`src/rtl/pe_xi_4.sv`:
```
// Motion-estimation SAD processing element: two interleaved current pixels,
// one selectable reference pixel, and a registered |cur-ref| style result.
module pe_xi_4 #(
   parameter int PIXEL = 8
) (
   input  logic             clk,
   input  logic             rst_n,
   input  logic [PIXEL-1:0] in_curr1,
   input  logic [PIXEL-1:0] in_curr2,
   input  logic             in_curr_enable,
   input  logic             CB_select,
   input  logic [1:0]       abs_Control,
   input  logic [PIXEL-1:0] up_ref_adajecent_1,
   input  logic [PIXEL-1:0] up_ref_adajecent_8,
   input  logic [PIXEL-1:0] down_ref_adajecent_1,
   input  logic [PIXEL-1:0] down_ref_adajecent_8,
   input  logic             change_ref,
   input  logic [1:0]       ref_input_Control,
   output logic [PIXEL-1:0] abs_out,
   output logic [PIXEL-1:0] next_pix1,
   output logic [PIXEL-1:0] next_pix2,
   output logic [PIXEL-1:0] ref_pix
);

   logic [PIXEL-1:0] r_curr1, r_curr2, r_ref, r_abs;
   logic [PIXEL-1:0] w_cur, w_src, w_diff, w_abs_nxt;
   logic [PIXEL:0]   w_sub;

   always_comb begin
      w_src = up_ref_adajecent_1;
      case (ref_input_Control)
         2'b00:   w_src = up_ref_adajecent_1;
         2'b01:   w_src = up_ref_adajecent_8;
         2'b10:   w_src = down_ref_adajecent_1;
         default: w_src = down_ref_adajecent_8;
      endcase
   end

   // Difference is formed from the registered pixels, never the raw inputs.
   assign w_cur  = CB_select ? r_curr2 : r_curr1;
   assign w_sub  = {1'b0, w_cur} - {1'b0, r_ref};
   assign w_diff = w_sub[PIXEL] ? (r_ref - w_cur) : w_sub[PIXEL-1:0];

   always_comb begin
      w_abs_nxt = '0;
      case (abs_Control)
         2'b00:   w_abs_nxt = w_diff;
         2'b01:   w_abs_nxt = w_diff >> 1;
         2'b10:   w_abs_nxt = w_cur;
         default: w_abs_nxt = '0;
      endcase
   end

   always_ff @(posedge clk or negedge rst_n) begin
      if (!rst_n) begin
         r_curr1 <= '0;
         r_curr2 <= '0;
         r_ref   <= '0;
         r_abs   <= '0;
      end else begin
         if (in_curr_enable) begin
            r_curr1 <= in_curr1;
            r_curr2 <= in_curr2;
         end
         if (change_ref) r_ref <= w_src;
         r_abs <= w_abs_nxt;
      end
   end

   assign abs_out   = r_abs;
   assign next_pix1 = r_curr1;
   assign next_pix2 = r_curr2;
   assign ref_pix   = r_ref;

endmodule

```
`config.mk`:
```
export PLATFORM = sky130hd
export DESIGN_NAME = pe_xi_4
export DESIGN_NICKNAME = d
export VERILOG_FILES = /design/src/rtl/pe_xi_4.sv
export SDC_FILE = /design/constraint.sdc
export NUM_CORES = 1
export LEC_CHECK = 0
export ABC_CLOCK_PERIOD_IN_PS = 2500
export CAP_MARGIN = 20
export CORE_UTILIZATION = 40
export DETAILED_ROUTE_END_ITERATION = 16
export HOLD_SLACK_MARGIN = 0.15
export PLACE_DENSITY = 0.82
export SYNTH_ARGS = -nofsm -noshare
export SYNTH_HDL_FRONTEND = slang
export SYNTH_SLANG_ARGS = --single-unit
```
`constraint.sdc`:
```
create_clock -name clk -period 2.5 [get_ports clk]
set_input_delay 0.625 -clock clk [delete_from_list [all_inputs] [get_ports clk]]
set_output_delay 0.625 -clock clk [all_outputs]
set_load 0.01 [all_outputs]
```
**Yosys cells after proc, flatten, opt, wreduce, memory -nomap -nowiden**

Cells that the tools add are included.

- Register bits after elaboration: 32
- Bits in latches: 0
- Memory bits (writable): 0
- Bits in read-only memories: 0
- Input bits: 57
- Output and inout bits: 32
- Word-level logic and storage cells: 16
- Memories: 0

- Add/subtract/negate cells: 2
- $mul: 0
- Div/mod/pow operators: 0
- $lt $le $gt $ge: 0
- Equality and inequality tests: 4
- Shift operators: 0
- Muxes and demuxes: 4
- Bitwise logic cells: 0
- Reduce and logical (&&, ||, !) cells: 2

Operators by type and width:

| cell | number |
|---|---|
| 8-bit case mux with 3 select lines | 2 |
| 8-bit 2-to-1 mux | 2 |
| 8-bit by 8-bit subtractor with 9-bit output | 1 |
| 8-bit subtractor | 1 |
| 2-bit by 1-bit == test with 1-bit output (second input constant) | 2 |
| 2-bit == test (second input constant) | 2 |
| 2-bit zero test | 2 |

**Logic depth before layout (Yosys ltp)**

Gate-level depths: netlist of the first run.

- Word-level depth: 4
- Depth in mapped cells: 12
- Gate-level depth less buffers: 11

**Least setup slack after synthesis of the first run**

Ideal clock, no wire load.

- Path type: in2reg
- From: input port CB_select
- To: register r_abs[4], in the netlist abs_out[4]
- Arrival: 3.132 ns
- Required time: 2.360 ns
- Setup slack: -0.773 ns
- Stages: 11
- Path buffers: 1
- Cell sequence: clkbuf_1 -> mux2i_1 -> ha_1 -> inv_1 -> fa_1 -> a211oi_2 -> o21ai_2 -> a31oi_4 -> mux2i_1 -> mux2i_1 -> o221ai_1

- Cells in the longest elaborated chain, start to end: 4
- Elaborated cells on any way between the ends: 5
- Those cells by class: 2 x add/sub; 3 x mux

RTL lines:

| element | line | RTL |
|---|---|---|
| start: declaration | 11 | `input logic CB_select,` |
| 8-bit 2-to-1 mux * | 40 | `assign w_cur = CB_select ? r_curr2 : r_curr1;` |
| 8-bit by 8-bit subtractor with 9-bit output / 8-bit subtractor (equally long branches) | 41, 42 |  |
| 8-bit 2-to-1 mux | 42 | `assign w_diff = w_sub[PIXEL] ? (r_ref - w_cur) : w_sub[PIXEL-1:0];` |
| 8-bit case mux with 3 select lines * | 46 | `case (abs_Control)` |
| named net w_abs_nxt[4] | 26 | `logic [PIXEL-1:0] w_cur, w_src, w_diff, w_abs_nxt;` |
| end signal: assignment | 66 | `r_abs <= w_abs_nxt;` |
| end: declaration | 25 | `logic [PIXEL-1:0] r_curr1, r_curr2, r_ref, r_abs;` |

The timed path passes the listed nets; every way through them passes the cells marked *.
A chain may end at the register's enable or synchronous reset.

**Worst setup path in the final report of the first run**

- From: input port CB_select
- To: register r_abs[1], in the netlist abs_out[1]

The elaborated chain is that of the path after synthesis.

==> flow_metrics.env, run 1 <==
export IMPL_status="complete, but fails checks"
export IMPL_violations="setup timing"
export IMPL_dr_pass1_iters=6
export IMPL_power_density_mw_per_mm2=618
export IMPL_gr_total_overflow=0
export IMPL_rrSetupSlack_ns=-0.09
export IMPL_period_minus_slack_ns=2.65
export IMPL_finalSetupViolCount=8
export IMPL_synth_xor_area_share_pct=0.776
export IMPL_cts_buffer_depth=2
export IMPL_r2r_start="next_pix1[0]"
export IMPL_synth_warnings=0
export IMPL_avgSynthCellArea_um2=10.9
export IMPL_ys_ff_latch=32
export IMPL_finClkSkew_ns=0.0114
export IMPL_relSlewSlack_pct=71.7
export IMPL_drc=0
export IMPL_slowest_delay_ns=0.37
export IMPL_holdBufCountCts=0
export IMPL_viasPerCell=5.07
export IMPL_p_switching_mw=0.765
export IMPL_maxCapViolations=0
export IMPL_synth_nets=283
export IMPL_internal_power_mw=1.58
export IMPL_initial_utilization_pct=42.8
export IMPL_hp_class="reg -> reg"
export IMPL_clock_latency_ns=0.29
export IMPL_areaGrowthSynthToFinish_pct=67.8
export IMPL_synth_fa_ha_area_share_pct=11.2
export IMPL_drive_above_1_share_pct=33.7
export IMPL_numCtsBuffers=5
export IMPL_synthCells=207
export IMPL_antenna_left=0
export IMPL_rsz0062_at_grt="yes"
export IMPL_timing_rr_end="abs_out[1]"
export IMPL_io_pins=89
export IMPL_worstSetupStartpointType="input port"
export IMPL_finalWeightedCongestion=0.909
export IMPL_worstMarginPinSlew_ns=0.423
export IMPL_hp_start="next_pix1[5]"
export IMPL_worst_path_max_delay_cell="fa_2"
export IMPL_min_path_cells=1
export IMPL_synth_compound_area_share_pct=17.8
export IMPL_stdcell_count=411
export IMPL_finalInstanceArea_mm2=0.00379
export IMPL_drt_initial_drc_count=115
export IMPL_yosys_area_share_simple_pct=6.04
export IMPL_grt_usage_pct=21.5
export IMPL_cts_root_buffer="clkbuf_8"
export IMPL_antenna_found_initial=0
export IMPL_cts_tree="done"
export IMPL_whs_endpoint="next_pix1[5]"
export IMPL_worstPathArrival_ns=2.81
export IMPL_dp_hpwl_um=4910
export IMPL_cp_max_fo=7
export IMPL_clkSlewWorstSetupHoldPaths_ns=0.07
export IMPL_synth_main_ff_cell="dfrtp_1"
export IMPL_htreeDepth=2
export IMPL_dpl_cell_count=400
export IMPL_grt_max_degree=33
export IMPL_switching_share_pct=32.7
export IMPL_fillers=384
export IMPL_ys_seq_area_share_pct=35.5
export IMPL_synth_edff_count=0
export IMPL_finalCritPeriodShare_pct=106
export IMPL_syn_area_mm2=0.00226
export IMPL_core_area_mm2=0.00527
export IMPL_pwr_share_comb_pct=51.7
export IMPL_crit_chain="buf_8 > buf_8 > mux2_4 > fa_2 > a211oi_2 > o21ai_2 > a31oi_4 > buf_6 > mux2_4 > a211oi_2 > a21oi_1"
export IMPL_seq_power_share_pct=27.2
export IMPL_wl_um=6220
export IMPL_grt_pass1_vias=2096
export IMPL_fin_nets=416
export IMPL_tns_ns=-0.934
export IMPL_diodes=0
export IMPL_rows=26
export IMPL_synth_mux_area_share_pct=23.1
export IMPL_synth_top_family_by_area="multiplexers"
export IMPL_grt_pass1_wl_um=9850
export IMPL_finalHoldViolCount=0
export IMPL_vdd_ir_drop_max_uv=297
export IMPL_wl_per_cell_um=15.1
export IMPL_fin_ws_ns=-0.152
export IMPL_drv_slew=0
export IMPL_place_area_mm2=0.00354
export IMPL_crit_type="in -> reg"
export IMPL_die_height_um=77.1
export IMPL_chipWidth_um=77.1
export IMPL_fin_util_pct=71.9
export IMPL_leakagePower_nw=1.65
export IMPL_ff2ff_path_depth=11
export IMPL_crit_required_ns=2.66
export IMPL_synth_async_reset_ratio_pct=100
export IMPL_place_port_buffers=88
export IMPL_max_freq_mhz=377
export IMPL_clkPwrFrac_pct=21.1
export IMPL_clock_sink_count=32
export IMPL_crit_path_end_kind="flop"
export IMPL_vias=2085
export IMPL_dieArea_mm2=0.00595
export IMPL_ys_types=40
[cells in the final DEF, fill, tap and decap left out, types with 3 or more instances in the layout]
cell / synthesis / layout
ha_1: 17 / 14
dfrtp_1: 32 / 32
buf_4: 0 / 46
nor2_1: 6 / 6
mux2_2: 20 / 19
nand2_1: 14 / 14
mux2i_1: 10 / 4
clkbuf_8: 0 / 5
inv_1: 20 / 19
nor2b_1: 4 / 4
a211oi_2: 2 / 5
mux2i_2: 0 / 4
a221oi_2: 1 / 3
mux4_2: 8 / 8
o21ai_0: 12 / 9
a21o_1: 5 / 5
o21ai_1: 0 / 3
a21oi_1: 12 / 11
clkdlybuf4s50_1: 0 / 87
[final cells by class]
type,count,area [µm²],share of cell area (%)
Clock inverter,2,35.0,0.925
Sequential cell,32,801,21.1
Inverter,21,78.8,2.08
Clock buffer,6,72.6,1.92
Multi-Input combinational cell,144,1460,38.4
Timing Repair Buffer,136,1260,33.2
Tap cell,70,87.6,2.31
[sequential cells by signal, indices dropped and copies added (netlist names)]
signal and flops:
ref_pix 8, abs_out 8, next_pix2 8, next_pix1 8
[synth_stat cells, types with 2 or more instances]
cell / instances / share of area [%]
o21ai_0: 12 / 2.7
a211oi_2: 2 / 1.1
nor3_1: 2 / 0.44
a211oi_1: 4 / 1.3
inv_1: 20 / 3.3
a221oi_1: 2 / 0.78
fa_1: 2 / 1.8
clkbuf_1: 6 / 1.0
mux4_2: 8 / 8.0
xnor2_1: 2 / 0.78
nand2_1: 14 / 2.3
o2111ai_1: 2 / 0.78
mux2i_1: 10 / 4.4
dfrtp_1: 32 / 35
a21o_1: 5 / 1.7
buf_2: 2 / 0.44
a31oi_1: 2 / 0.55
a21oi_1: 12 / 2.7
nor2b_1: 4 / 1.1
mux2_2: 20 / 10
o22ai_1: 2 / 0.55
a31o_2: 2 / 0.78
a21boi_0: 2 / 0.66
ha_1: 17 / 9.4
nor2_1: 6 / 1.0
[worst max-delay path by stage]
stage / startpoint / to / slack (ns)
after floorplan: CB_select / abs_out[4] / -0.46
after global placement: CB_select / abs_out[4] / -1.0
after detailed placement: CB_select / abs_out[1] / -1.04
after CTS: CB_select / abs_out[4] / -0.17
after global routing: CB_select / abs_out[4] / -0.26
final: CB_select / abs_out[1] / -0.15
[kinds of logic after synthesis]
logic type                 count (synthesis)
adders and majority gates                 19
AOI/OAI and AO/OA                         54
buffers and inverters                     31
DFF                                       32
muxes                                     39
and+or+nand+nor                           30
xor gates and xnor gates                   2
[through the flow]
stage	setup slack [ns]	hold slack (ns)	total power, mW
detailed placement	-1.04	0.534	1.72
floorplan	-0.455	0.329	1.20
global placement	-0.996	0.522	1.71
CTS	-0.175	0.554	2.27
finish	-0.152	0.549	2.34
global route	-0.264	0.562	2.47
[worst max-delay path, delay by kind of cell]
| family | cells | cell delay [ns] |
|---|---|---|
| multiplexers | 2 | 0.63 |
| buffers and inverters | 3 | 0.37 |
| AO/OA/AOI/OAI | 5 | 0.81 |
| adder cells (fa/ha/maj) | 1 | 0.37 |
[power groups by stage]
stage	sequential (mW)	clock, mW	combinational, mW
after floorplan	0.681	0	0.517
after global placement	0.646	0	1.06
after detailed placement	0.647	0	1.07
after CTS	0.638	0.501	1.13
after global routing	0.646	0.520	1.30
final	0.637	0.495	1.21
[metal layers]
| layer | part of all wire (%) | global-route usage (%) | vias up |
|---|---|---|---|
| met5 | 0 | 0 | - |
| met1 | 43 | 25.8 | 979 |
| met2 | 50 | 37.9 | 81 |
| met3 | 5.4 | 4.88 | 10 |
| met4 | 1.9 | 6.23 | 0 |
| li1 | - | - | 1015 |
[timing repair]
action | CTS | global route
setup endpoints to repair | 8 | 8
endpoints found under the hold margin | 0 | 0
resized for setup | 17 | 15
pin swaps | 7 | 6
gates cloned | 0 | 0
setup buffers | 3 | 0
Note: power is estimated with default switching activity, not from simulation.
==> run 2, diff against run 1 <==
--- a/config.mk
+++ b/config.mk
@@ -7,2 +7,3 @@
 export LEC_CHECK = 0
+export ABC_AREA = 1
 export ABC_CLOCK_PERIOD_IN_PS = 2500
@@ -13,2 +14,3 @@
 export PLACE_DENSITY = 0.82
+export REMOVE_ABC_BUFFERS = 1
 export SYNTH_ARGS = -nofsm -noshare
==> constraint.sdc (replaced) <==
create_clock -name clk -period 2.5 [get_ports clk]
set_input_delay 0.75 -clock clk [delete_from_list [all_inputs] [get_ports clk]]
set_output_delay 0.75 -clock clk [all_outputs]
set_load 0.01 [all_outputs]
==> flow_metrics.env, run 2 <==
export IMPL_status="completed"
export IMPL_total_power_mw=2.22
export IMPL_synth_warnings=0
export IMPL_wl_um=7020
export IMPL_core_area_mm2=0.00554
export IMPL_place_area_mm2=0.00346
export IMPL_worstPathArrival_ns=2.55
export IMPL_hp_class="reg -> reg"
export IMPL_grt_pass1_wl_um=11300
export IMPL_finalWeightedCongestion=0.902
export IMPL_gr_total_overflow=0
export IMPL_synth_area_top_cells="dfrtp_1, nand2_1, ha_1"
export IMPL_initial_utilization_pct=41.6
export IMPL_leakagePower_nw=1.81
export IMPL_wl_per_cell_um=13.7
export IMPL_multi_input_area_mm2=0.00144
export IMPL_pwr_share_comb_pct=48.3
export IMPL_cts_root_buffer="clkbuf_8"
export IMPL_dp_hpwl_um=5190
export IMPL_finalSetupViolCount=0
export IMPL_cts_buffer_depth=2
export IMPL_synth_compound_area_share_pct=10.9
export IMPL_synth_xor_area_share_pct=2.28
export IMPL_die_height_um=77.9
export IMPL_maxCapViolations=0
export IMPL_clock_sink_count=32
export IMPL_drt_initial_drc_count=129
export IMPL_drv_slew=0
export IMPL_viasPerCell=5.07
export IMPL_chipWidth_um=77.9
export IMPL_rsz0062_at_grt="no"
export IMPL_internal_power_mw=1.41
export IMPL_fillers=453
export IMPL_htreeDepth=2
export IMPL_clock_latency_ns=0.30
export IMPL_synth_async_reset_ratio_pct=100
export IMPL_clkPwrFrac_pct=23.1
export IMPL_vias=2600
export IMPL_synth_fa_ha_area_share_pct=11.0
export IMPL_crit_required_ns=2.67
export IMPL_slowest_delay_ns=0.21
export IMPL_yosysTopAreaCell="dfrtp_1"
export IMPL_place_port_buffers=88
export IMPL_grt_pass1_vias=2564
export IMPL_areaGrowthSynthToFinish_pct=62.1
export IMPL_drive_above_1_share_pct=16.8
export IMPL_cts_setup_buffers=0
export IMPL_numCtsBuffers=5
export IMPL_io_pins=89
export IMPL_finalInstanceArea_mm2=0.00373
export IMPL_cts_tree="done"
export IMPL_antenna_found_initial=0
export IMPL_ys_ff_latch=32
export IMPL_finalCritPeriodShare_pct=95.2
export IMPL_synth_main_ff_cell="dfrtp_1"
export IMPL_synth_top_area_share_pct=34.7
export IMPL_ff2ff_path_depth=13
export IMPL_fin_ws_ns=0.120
export IMPL_synth_most_common_cell="nand2_1"
export IMPL_synth_mux_area_share_pct=3.91
export IMPL_diodes=0
export IMPL_most_common_layout_cells="nand2_1, clkdlybuf4s50_1, inv_1, nand3_1, dfrtp_1"
export IMPL_antenna_left=0
export IMPL_relSlewSlack_pct=66.4
export IMPL_syn_area_mm2=0.00230
export IMPL_yosys_area_share_simple_pct=28.3
export IMPL_period_minus_slack_ns=2.38
export IMPL_synthCells=321
export IMPL_finClkSkew_ns=0.0144
export IMPL_crit_type="in -> reg"
export IMPL_crit_chain="clkbuf_2 > buf_6 > buf_6 > nand2_1 > o21ai_4 > inv_2 > buf_4 > ha_1 > nand2_2 > nand3_2 > buf_4 > xor2_1 > nand2_1 > nand3_1 > nand3_1"
export IMPL_dr_pass1_iters=5
export IMPL_fin_util_pct=67.4
export IMPL_vdd_ir_drop_max_uv=361
export IMPL_seq_power_share_pct=28.6
export IMPL_stdcell_count=513
export IMPL_synth_edff_count=0
export IMPL_synthTopCellsByCount="nand2_1, inv_1, nand3_1"
export IMPL_layout_commonest_cell="nand2_1"
export IMPL_synth_top_family_by_area="simple AND/OR/NAND/NOR gates"
export IMPL_holdBufCountCts=0
export IMPL_grt_max_degree=33
export IMPL_worstMarginPinSlew_ns=0.503
export IMPL_seq_area_um2=801
export IMPL_avgSynthCellArea_um2=7.18
export IMPL_clkSlewWorstSetupHoldPaths_ns=0.08
export IMPL_ys_seq_area_share_pct=34.7
export IMPL_crit_path_end_kind="flop"
export IMPL_dieArea_mm2=0.00607
export IMPL_pre_cts_slack_ns=-0.644
export IMPL_power_density_mw_per_mm2=596
export IMPL_finalHoldViolCount=0
export IMPL_worst_path_max_delay_cell="ha_1"
export IMPL_drc=0
export IMPL_p_switching_mw=0.811
export IMPL_rows=27
export IMPL_worstSetupStartpointType="input port"
export IMPL_ys_types=24
export IMPL_fin_nets=516
export IMPL_max_freq_mhz=420
export IMPL_dpl_cell_count=504
export IMPL_min_path_cells=2
export IMPL_switching_share_pct=36.4
export IMPL_grt_usage_pct=23.8
export IMPL_cp_max_fo=6
run 2: cell types whose count changed in the layout (fill, tap and decap cells not counted), moves of 5 or more:
cell and change:
a21o_1 -5, nand2_2 +5, mux4_2 -8, nand3_1 +32, nand2_1 +93, mux2_2 -11, a211oi_1 +6, buf_4 -20
a211oi_2 -5, inv_1 +27
run 2: power groups by stage:
stage / clock, mW / combinational [mW] / sequential, mW
after floorplan: 0 / 0.468 / 0.674
after global placement: 0 / 0.941 / 0.638
after detailed placement: 0 / 0.966 / 0.641
after CTS: 0.510 / 0.997 / 0.632
after global routing: 0.536 / 1.17 / 0.644
final: 0.514 / 1.07 / 0.636
run 2: cells by family (layout without fill, tap and decap cells):
family	count (synthesis)	in the layout
fa+ha+maj	19	19
buf+inv	54	174
compound gates	44	44
simple gates	158	158
flops	32	32
mux	8	8
xor+xnor	6	6
run 2: layout make-up:
cell class                      instances  area share [%]
Timing Repair Buffer                  117            29.6
Inverter                               49            4.99
Clock inverter                          3            1.14
Multi-Input combinational cell        235            38.6
Sequential cell                        32            21.4
Clock buffer                            5            1.84
Tap cell                               72            2.41
run 2: repair_timing:
action                                 in CTS  in global routing
setup endpoints to repair                   8                  8
endpoints found under the hold margin       0                  0
gates resized for setup                    17                 27
gates cloned                                1                  0
pin swaps                                   2                  2
run 2: per-layer routing:
| metal | GRT usage [%] | up-vias | share of wire [%] |
|---|---|---|---|
| li1 | - | 1270 | - |
| met1 | 27.9 | 1212 | 40 |
| met4 | 9.07 | 0 | 2.4 |
| met2 | 42.2 | 104 | 52 |
| met3 | 5.29 | 14 | 5.3 |
| met5 | 0 | - | 0 |
run 2: worst max-delay path, delay by kind of cell:
| family | cells | cell delay, ns |
|---|---|---|
| buffers and inverters | 6 | 0.77 |
| and+or+nand+nor | 6 | 0.61 |
| adders and majority gates | 1 | 0.21 |
| xor gates and xnor gates | 1 | 0.12 |
| AOI/OAI and AO/OA | 1 | 0.08 |
run 2: worst paths after layout:
kind                                   start           end  slack, ns
worst max register to register  next_pix2[0]    abs_out[4]       0.39
min in group asynchronous              rst_n  next_pix1[2]       0.86
worst min-delay path              ref_pix[7]    ref_pix[7]       0.53
worst min register to register    ref_pix[7]    ref_pix[7]       0.53
worst max-delay path               CB_select    abs_out[4]       0.12
max in group asynchronous              rst_n    ref_pix[2]       1.35
run 2: per-stage QoR:
step	TNS [ns]	hold slack, ns
global route	0	0.565
CTS	0	0.535
floorplan	0	0.454
global placement	-5.06	0.502
finish	0	0.526
detailed placement	-4.88	0.514
==> run 3, diff against run 2 <==
REMOVE_ABC_BUFFERS = default   (was 1)
==> flow_metrics.env, run 3 (synthesized netlist as in run 2, its figures left out) <==
export IMPL_viasPerCell=4.98
export IMPL_most_common_layout_cells="nand2_1, clkdlybuf4s50_1, inv_1, nand3_1, dfrtp_1"
export IMPL_htreeDepth=2
export IMPL_drc=0
export IMPL_fillers=441
export IMPL_total_power_mw=2.23
export IMPL_grt_pass1_wl_um=11600
export IMPL_layout_commonest_cell="nand2_1"
export IMPL_timing_critical_path_mode_cell="nand2_1"
export IMPL_slowest_delay_ns=0.41
export IMPL_seq_area_um2=801
export IMPL_rsz0062_at_grt="no"
export IMPL_grt_usage_pct=24.4
export IMPL_holdBufCountCts=0
export IMPL_dpl_cell_count=506
export IMPL_pwr_share_comb_pct=49.4
export IMPL_cts_root_buffer="clkbuf_8"
export IMPL_vdd_ir_drop_max_uv=337
export IMPL_drv_slew=0
export IMPL_finalWeightedCongestion=0.939
export IMPL_leakagePower_nw=1.84
export IMPL_finalHoldViolCount=0
export IMPL_worstPathArrival_ns=2.48
export IMPL_dieArea_mm2=0.00607
export IMPL_worstMarginPinSlew_ns=0.590
export IMPL_stdcell_count=518
export IMPL_clock_sink_count=32
export IMPL_worst_path_max_delay_cell="ha_2"
export IMPL_drt_initial_drc_count=124
export IMPL_multi_input_area_mm2=0.00146
export IMPL_grt_max_degree=33
export IMPL_p_switching_mw=0.802
export IMPL_finalCritPeriodShare_pct=92.5
export IMPL_crit_buf_inv=3
export IMPL_finalSetupViolCount=0
export IMPL_chipWidth_um=77.9
export IMPL_crit_type="in -> reg"
export IMPL_die_height_um=77.9
export IMPL_diodes=0
export IMPL_gr_total_overflow=0
export IMPL_relSlewSlack_pct=60.5
export IMPL_vias=2580
export IMPL_finClkSkew_ns=0.0116
export IMPL_status="completed"
export IMPL_dp_hpwl_um=5050
export IMPL_drive_above_1_share_pct=17.7
export IMPL_clkPwrFrac_pct=22.3
export IMPL_fin_nets=521
export IMPL_crit_family="simple AND/OR/NAND/NOR gates"
export IMPL_internal_power_mw=1.43
export IMPL_areaGrowthSynthToFinish_pct=63.8
export IMPL_clkSlewWorstSetupHoldPaths_ns=0.08
export IMPL_hp_class="reg -> reg"
export IMPL_cp_max_fo=7
export IMPL_worstSetupStartpointType="input port"
export IMPL_rows=27
export IMPL_switching_share_pct=35.9
export IMPL_crit_required_ns=2.67
export IMPL_max_freq_mhz=433
export IMPL_seq_power_share_pct=28.3
export IMPL_wl_per_cell_um=13.5
export IMPL_antenna_found_initial=0
export IMPL_wl_um=6980
export IMPL_core_area_mm2=0.00554
export IMPL_crit_chain="clkbuf_2 > buf_6 > o21ai_1 > inv_1 > ha_2 > nand2_1 > nor2_2 > nand2_1 > nand3_1 > nand2_1 > nand2_1 > nand2_2 > nand3_1 > nand3_1"
export IMPL_dr_pass1_iters=4
export IMPL_synth_nets=397
export IMPL_power_density_mw_per_mm2=592
export IMPL_crit_path_end_kind="flop"
export IMPL_clock_latency_ns=0.29
export IMPL_place_port_buffers=88
export IMPL_grt_pass1_vias=2556
export IMPL_maxCapViolations=0
export IMPL_antenna_left=0
export IMPL_cts_buffer_depth=2
export IMPL_period_minus_slack_ns=2.31
export IMPL_io_pins=89
export IMPL_cts_tree="done"
export IMPL_initial_utilization_pct=41.6
export IMPL_numCtsBuffers=5
run 3: cell types whose count changed in the layout (fill, tap and decap cells not counted), sizes merged:
| cell | delta |
|---|---|
| nand2 | +1 |
| buf | +4 |
| clkinvlp | -1 |
| clkbuf | +1 |
run 3: final timing paths:
path,from,endpoint,slack (ns),cells after the start
setup reg to reg,next_pix2[0],abs_out[6],0.44,14
hold reg to reg,ref_pix[7],ref_pix[7],0.54,2
max in group asynchronous,rst_n,next_pix1[4],1.35,2
min in group asynchronous,rst_n,next_pix2[5],0.86,2
hold / removal,ref_pix[7],ref_pix[7],0.54,2
setup / recovery,CB_select,abs_out[6],0.19,14
run 3: tightest hold or removal path, stage by stage, from the launching register on:
cell	delay [ns]
dfrtp_1	0.38
nand2_1	0.06
o21ai_0	0.06
run 3: repair_timing:
item,4_1_cts,5_1_grt
gates cloned,2,0
pin swaps,6,1
resized for setup,37,9
setup buffers,2,0
endpoints found under the setup margin,8,8
run 3: power by group through the flow:
stage	Sequential, mW	Clock, mW	Combinational, mW
floorplan	0.674	0	0.476
global placement	0.638	0	0.950
detailed placement	0.639	0	0.971
CTS	0.631	0.502	1.06
global route	0.642	0.526	1.21
finish	0.633	0.498	1.10
run 3: layout make-up:
| type | count | share of cell area, % |
|---|---|---|
| inverters | 49 | 4.94 |
| clock inverters | 2 | 0.928 |
| repair buffers | 121 | 30.0 |
| well taps | 72 | 2.39 |
| flip-flops and latches | 32 | 21.2 |
| clock buffers | 6 | 1.92 |
| multi-input cells | 236 | 38.7 |
run 3: stage by stage:
| step | TNS [ns] | hold slack, ns | util [%] | instance area [µm²] | worst slack, ns |
|---|---|---|---|---|---|
| floorplan | 0 | 0.454 | - | 2300 | 0.0214 |
| global placement | -4.26 | 0.500 | 62.8 | 3480 | -0.558 |
| detailed placement | -4.71 | 0.525 | 62.8 | 3480 | -0.611 |
| CTS | 0 | 0.543 | 67.6 | 3750 | 0.103 |
| global route | 0 | 0.580 | 68.2 | 3780 | 0.0570 |
| finish | 0 | 0.535 | 68.2 | 3780 | 0.189 |
run 3: routing by layer:
layer | routed length [µm] | up-vias | track usage (%)
met1 | 2880 | 1167 | 28.7
li1 | - | 1278 | -
met5 | 0 | - | 0
met3 | 444 | 21 | 4.94
met4 | 278 | 0 | 12.6
met2 | 3380 | 114 | 41.8
